## config.mk

```make
export PLATFORM = sky130hd
export DESIGN_NAME = ram_32x8
export DESIGN_NICKNAME = d
export VERILOG_FILES = /design/src/rtl/ram_pkg.sv /design/src/rtl/ram_32x8.sv
export SDC_FILE = /design/constraint.sdc
export NUM_CORES = 1
export LEC_CHECK = 0
export ABC_AREA = 1
export BUFFER_PORTS_ARGS = -buffer_cell sky130_fd_sc_hd__buf_4
export CELL_PAD_IN_SITES_DETAIL_PLACEMENT = 2
export CELL_PAD_IN_SITES_GLOBAL_PLACEMENT = 2
export CORE_MARGIN = 4
export CORE_UTILIZATION = 34
export DETAILED_ROUTE_END_ITERATION = 10
export GPL_TIMING_DRIVEN = 1
export PLACE_DENSITY_LB_ADDON = 0.3
export SYNTH_ARGS = -nofsm -noshare
export SYNTH_HDL_FRONTEND = slang
export SYNTH_SLANG_ARGS = --single-unit
export TNS_END_PERCENT = 5
```

## constraint.sdc

```tcl
create_clock -name clk -period 1 [get_ports clk]
set_input_delay 0.05 -clock clk [delete_from_list [all_inputs] [get_ports clk]]
set_output_delay 0.05 -clock clk [all_outputs]
set_load 0.05 [all_outputs]
```

## src/rtl/ram_pkg.sv

```systemverilog
// rtl/ram_pkg.sv - shared sizes and types for the 32x8 scratch RAM
package ram_pkg;
   localparam int DATA_W = 8;
   localparam int ADDR_W = 5;
   localparam int DEPTH  = 1 << ADDR_W;

   typedef logic [DATA_W-1:0] word_t;
   typedef logic [ADDR_W-1:0] addr_t;
endpackage

```

## src/rtl/ram_32x8.sv

```systemverilog
// rtl/ram_32x8.sv - single-port 32x8 RAM with registered read and async clear
module ram_32x8
   import ram_pkg::*;
(
   input  logic  clk,
   input  logic  rst,
   input  word_t data_in,
   input  addr_t addr,
   input  logic  wr_rd,
   output word_t data_out
);

   word_t mem [DEPTH];

   // Whole array clears on reset so never-written words read back as zero.
   always_ff @(posedge clk or negedge rst) begin
      if (!rst) begin
         for (int i = 0; i < DEPTH; i++) begin
            mem[i] <= '0;
         end
         data_out <= '0;
      end else if (wr_rd) begin
         mem[addr] <= data_in;
      end else begin
         data_out <= mem[addr];
      end
   end

endmodule

```

==> flow_summary.yaml, run 1 <==
power:
  power_density_mw_per_mm2: 2080
  power.switching_mw: 10.1
  internal_power_mw: 23.3
  netSwitchingFraction_pct: 30.2
  power_mw: 33.4
  ir_worst_vdd_mv: 1.57
  pwr-share-seq_pct: 41.9
  p_leak_nw: 8.26
  power_frac_clock_pct: 38.8
  p_comb_share_pct: 19.4
hold_path:
  hold_class: "in -> reg"
  min_from: "data_in[1]"
  worstHoldEndpoint: "mem[185]$_DFFE_PN0P_"
  hold_depth: 4
setup_path:
  cp.required_ps: 1410
  slowest_stage: "dfrtp_1"
  crit_start: "mem[84]$_DFFE_PN0P_"
  cp.arrival_ps: 1730
  critPathLaunchType: "register"
  cp_max_fo: 2
  rr_worst_depth: 10
  rr_endpoint: "data_out[4]$_DFFE_PN0N_"
  crit_chain: "nand2_1 > nand2_1 > nand2_1 > nand2_2 > nand2_4 > nand2_4 > nor2_4 > nand3_2 > nand2_1 > inv_1"
  cp_slowest_stage_delay_ps: 390
  path_class: "reg -> reg"
  r2r-start: "mem[84]$_DFFE_PN0P_"
  critPathCaptureType: "register"
  r2r_slack_ps: -320
  crit_path_frequent_cell: "nand2_1"
global_routing:
  grt_overflow: 0
  grt_max_degree: 64
  antenna_found_initial: 0
  grt_pass1_vias: 12957
  grt.busiest_layer: "met2"
  use_met1_pct: 32.9
  track_usage_pct: 24.3
  use_met2_pct: 42.1
  grt_pass1_wl_microns: 75000
  globalRouteMet3Util_pct: 3.05
sta:
  timing.final.ws_setup_ps: -316
  drv_slew: 0
  fmax_ghz: 0.760
  finalHoldViolCount: 0
  final.setup.tns_ps: -5400
  setup_viol: 67
  period_minus_slack_ps: 1320
  post-route-period-util_pct: 132
  rsz0062_at_grt: "true"
  worst_pin_slew_ps: 417
  relSlewSlack_pct: 72.2
  skew_ps: 19.2
clock_tree:
  cts_sinks: 264
  path_clk_slew_ps: 60
  clkLatencyLatePin_ps: 520
  clockBufferDepth: 3
  cts_tree: "built"
  htree_levels: 2
  root_buffer: "clkbuf_16"
  numCtsBuffers: 34
placement:
  place_worst_setup_slack_ps: -668
  port-buffer-count: 23
  dpl_cell_area_sq_mm: 0.0142
  gp_congestion: 0.809
  hpwl_microns: 30900
yosys:
  synthCells: 1640
  synth-seq-cells: 264
  synth_area_sq_mm: 0.0124
  synth.distinct_cells: 24
  yosysWarnings: 0
  yosysSeqAreaShare_pct: 53.3
  postSynthAreaPerCell_sq_um: 7.56
  syn_nets: 1656
die:
  dieArea_sq_mm: 0.0396
  rows: 69
  die_y_microns: 199
  start_util_pct: 34.7
  coreArea_sq_mm: 0.0357
  io_pins: 24
  die_w_microns: 199
drt:
  wire_per_inst_microns: 21.8
  vias: 11667
  ant_nets: 0
  viasPerCell: 5.19
  firstDrtPassIters: 4
  drc_errors: 0
  drtIter0Drc: 631
  routed_wl_microns: 49100
final_layout:
  regArea_sq_mm: 0.00661
  layout-drive-gt1-share_pct: 21.7
  multi_input_area_sq_mm: 0.00554
  fillers: 3979
  antenna_cells: 0
  num-nets-final: 1777
  final_cell_area_sq_mm: 0.0161
  area.growth.synth_to_final_pct: 29.4
flow_run:
  maxCapViolCount: 0
run_status:
  violations: "setup timing"
  outcome: "finished, violations left"
how the worst max path moves through the flow:
stage,endpoint,depth (start not counted)
floorplan,mem[62]$_DFFE_PN0P_,6
global placement,data_out[1]$_DFFE_PN0N_,14
detailed placement,mem[211]$_DFFE_PN0P_,10
CTS,data_out[1]$_DFFE_PN0N_,10
global route,data_out[3]$_DFFE_PN0N_,10
finish,data_out[4]$_DFFE_PN0N_,10
power by group through the flow:
| stage | registers [mW] | logic, mW | clock network, mW |
|---|---|---|---|
| finish | 14.0 | 6.47 | 12.9 |
| global placement | 14.0 | 5.29 | 0 |
| detailed placement | 14.1 | 5.68 | 0 |
| CTS | 14.0 | 6.02 | 13.2 |
| floorplan | 13.8 | 3.28 | 0 |
| global route | 14.2 | 7.26 | 13.7 |
cells in the final DEF, fill, tap and decap left out, drive strengths merged, types with 8 or more instances in the layout:
| master | Yosys | layout |
|---|---|---|
| dfrtp | 264 | 264 |
| or2 | 8 | 8 |
| a21oi | 33 | 33 |
| nand3 | 26 | 26 |
| nor3 | 8 | 8 |
| buf | 40 | 186 |
| clkinv | 0 | 9 |
| nor2 | 55 | 55 |
| o21ai | 224 | 224 |
| nand2 | 882 | 882 |
| clkbuf | 64 | 51 |
| inv | 34 | 32 |
area by class of cell:
cell class | count | share of cell area, %
clock inverters | 11 | 0.686
clock buffers | 51 | 6.72
inverters | 34 | 0.834
multi-input cells | 1238 | 34.5
flip-flops and latches | 264 | 41.2
repair buffers | 189 | 12.5
well taps | 461 | 3.59
cells by family after synthesis:
group                  after synthesis  share of synthesized area, %
AOI/OAI and AO/OA                  257                          10.4
buffers and inverters              138                          4.77
and+or+nand+nor                    981                          31.6
DFF                                264                          53.3
state kept, by name, summed over array words and instances, names as in the netlist:
register / count
data_out: 8
mem: 256
worst max-delay path: cells and delay by family, from the launching register on:
kind	cells	cell delay, ps
DFF	1	390
buffers and inverters	1	40
and+or+nand+nor	9	780
timing repair:
action | CTS | global route
endpoints found under the setup margin | 77 | 188
setup buffers | 6 | 23
pin swaps | 21 | 52
hold buffers | 3 | 0
resized for setup | 55 | 74
endpoints found under the hold margin | 265 | 0
cell usage after synthesis:
cell type | n | area [sq um]
nor3_4 | 1 | 16.3
buf_6 | 2 | 22.5
nor3_2 | 6 | 60.1
nand3_1 | 25 | 125
or2_2 | 8 | 50.1
buf_1 | 7 | 26.3
nand2_2 | 6 | 37.5
clkbuf_1 | 64 | 240
nor2_2 | 3 | 18.8
nor2_4 | 1 | 11.3
nor4_4 | 2 | 42.5
inv_2 | 8 | 30.0
nor3_1 | 1 | 5.00
nand2_1 | 868 | 3260
buf_4 | 8 | 60.1
dfrtp_1 | 264 | 6610
inv_1 | 26 | 97.6
buf_2 | 23 | 115
o21ai_1 | 105 | 526
a21oi_1 | 33 | 165
o21ai_0 | 119 | 596
nand2_4 | 8 | 90.1
nor2_1 | 51 | 191
nand3_2 | 1 | 10.0
routing by layer:
layer | wire length [microns] | vias up
met2 | 24600 | 148
met1 | 22300 | 6080
met5 | 0 | -
met4 | 834 | 0
met3 | 1320 | 59
li1 | - | 5380
per-stage QoR:
step | hold slack, ps | cells | utilization (%)
2_1_floorplan | -246 | 1640 | -
3_3_place_gp | -145 | 2154 | 39.8
3_5_place_dp | -144 | 2154 | 39.8
4_1_cts | 4.86 | 2225 | 43.8
5_1_grt | 28.9 | 2248 | 44.9
6_report | 20.6 | 2248 | 44.9
(Power assumes the default switching activity.)
==> run 2: changes to the inputs <==
REMOVE_ABC_BUFFERS = 1   (was default)
==> flow_summary.yaml, run 2 (same netlist as run 1, synthesis figures left out) <==
final_layout:
  mostFrequentLayoutCell: "nand2_1"
  reg_top3: "mem (256), data_out (8)"
  finish.utilization_pct: 45.3
  num-nets-final: 1787
  area.growth.synth_to_final_pct: 30.6
  fin_cells: 2254
  final_cell_area_sq_mm: 0.0162
  top_register: "mem"
  antenna_cells: 0
  layout_common_cells: "nand2_1, dfrtp_1, buf_4"
  largest_reg_flops: 256
  layout-drive-gt1-share_pct: 23.5
drt:
  firstDrtPassIters: 4
  ant_nets: 0
  drc_errors: 0
  wire_per_inst_microns: 25.9
  drtIter0Drc: 621
  vias: 12407
  viasPerCell: 5.50
  routed_wl_microns: 58300
hold_path:
  hold_class: "in -> reg"
clock_tree:
  cts_tree: "built"
  cts_sinks: 264
  numCtsBuffers: 34
  clockBufferDepth: 3
  root_buffer: "clkbuf_16"
  path_clk_slew_ps: 60
  clkLatencyLatePin_ps: 520
  htree_levels: 2
setup_path:
  cp.arrival_ps: 1920
  critPathLaunchType: "register"
  cp.required_ps: 1410
  cp_max_fo: 2
  cp_slowest_stage_delay_ps: 410
  slowest_stage: "dfrtp_1"
  crit_path_frequent_cell: "nand2_1"
  critPathCaptureType: "register"
  path_class: "reg -> reg"
  crit_chain: "nand2_1 > nand2_1 > nand2_1 > nand2_1 > nand2_1 > nand2_2 > nor2_4 > nand3_2 > nand2_2 > inv_2"
die:
  dieArea_sq_mm: 0.0396
  die_w_microns: 199
  rows: 69
  start_util_pct: 34.7
  coreArea_sq_mm: 0.0357
  io_pins: 24
  die_y_microns: 199
placement:
  dp.cells: 2157
  gp_congestion: 0.840
  port-buffer-count: 23
  place_worst_setup_slack_ps: -775
  hpwl_microns: 30400
  dpl_cell_area_sq_mm: 0.0142
sta:
  finalHoldViolCount: 0
  timing.final.ws_setup_ps: -516
  worst_pin_slew_ps: 474
  drv_slew: 0
  post-route-period-util_pct: 152
  fmax_ghz: 0.660
  hold_ws_ps: 14.5
  final.setup.tns_ps: -6520
  period_minus_slack_ps: 1520
  relSlewSlack_pct: 68.4
  setup_viol: 56
  rsz0062_at_grt: "true"
  skew_ps: 23.6
run_status:
  outcome: "finished, violations left"
  violations: "setup timing"
global_routing:
  grt_pass1_wl_microns: 81400
  antenna_found_initial: 1
  grt_max_degree: 35
  grt_overflow: 0
  track_usage_pct: 26.6
  grt_pass1_vias: 13702
power:
  power_mw: 33.4
  internal_power_mw: 22.6
  p_comb_share_pct: 21.7
  p_leak_nw: 8.27
  ir_worst_vdd_mv: 1.05
  power_frac_clock_pct: 35.9
  pwr-share-seq_pct: 42.3
  power_density_mw_per_mm2: 2060
  power.switching_mw: 10.8
  netSwitchingFraction_pct: 32.4
flow_run:
  maxCapViolCount: 0
run 2: power groups by stage:
stage / clock network (mW) / registers [mW] / logic (mW)
2_1_floorplan: 0 / 13.8 / 3.09
3_3_place_gp: 0 / 13.9 / 5.38
3_5_place_dp: 0 / 14.1 / 5.78
4_1_cts: 12.0 / 14.0 / 6.29
5_1_grt: 12.7 / 14.4 / 7.92
6_report: 12.0 / 14.1 / 7.25
run 2: worst paths after layout:
check	start	endpoint	slack (ps)	cells past startpoint
worst max-delay path	mem[165]$_DFFE_PN0P_	data_out[5]$_DFFE_PN0N_	-520	10
worst min-delay path	data_in[5]	mem[125]$_DFFE_PN0P_	10	4
worst max register to register	mem[165]$_DFFE_PN0P_	data_out[5]$_DFFE_PN0N_	-520	10
worst min register to register	mem[238]$_DFFE_PN0P_	mem[238]$_DFFE_PN0P_	490	2
max in group asynchronous	rst	mem[60]$_DFFE_PN0P_	330	3
min in group asynchronous	rst	mem[189]$_DFFE_PN0P_	70	2
run 2: worst max-delay path: cells and delay by family (launching register included):
family | cells | cell delay, ps
and+or+nand+nor | 9 | 950
DFF | 1 | 410
buffers and inverters | 1 | 40
run 2: cell type report:
type | count | area [sq um]
multi-input combinational | 1238 | 5650
fill | 3967 | 19500
timing repair buffer | 199 | 2170
clock buffer | 49 | 978
tap | 461 | 577
clock inverter | 9 | 76.3
sequential | 264 | 6610
inverter | 34 | 138
run 2: per-layer routing:
layer	up-vias	global-route usage, %	share of wire (%)
met3	154	3.37	3.7
met2	331	47.1	51
met1	6505	33.6	42
met4	2	9.68	4.1
li1	5415	-	-
met5	-	0	0.017
run 2: repair_timing:
| action | CTS | global route |
|---|---|---|
| cloned | 0 | 2 |
| endpoints found under the setup margin | 200 | 205 |
| pin swaps | 26 | 48 |
| hold buffers | 1 | 0 |
| setup buffers | 13 | 23 |
| hold endpoints to repair | 264 | 0 |
| gates resized for setup | 80 | 110 |
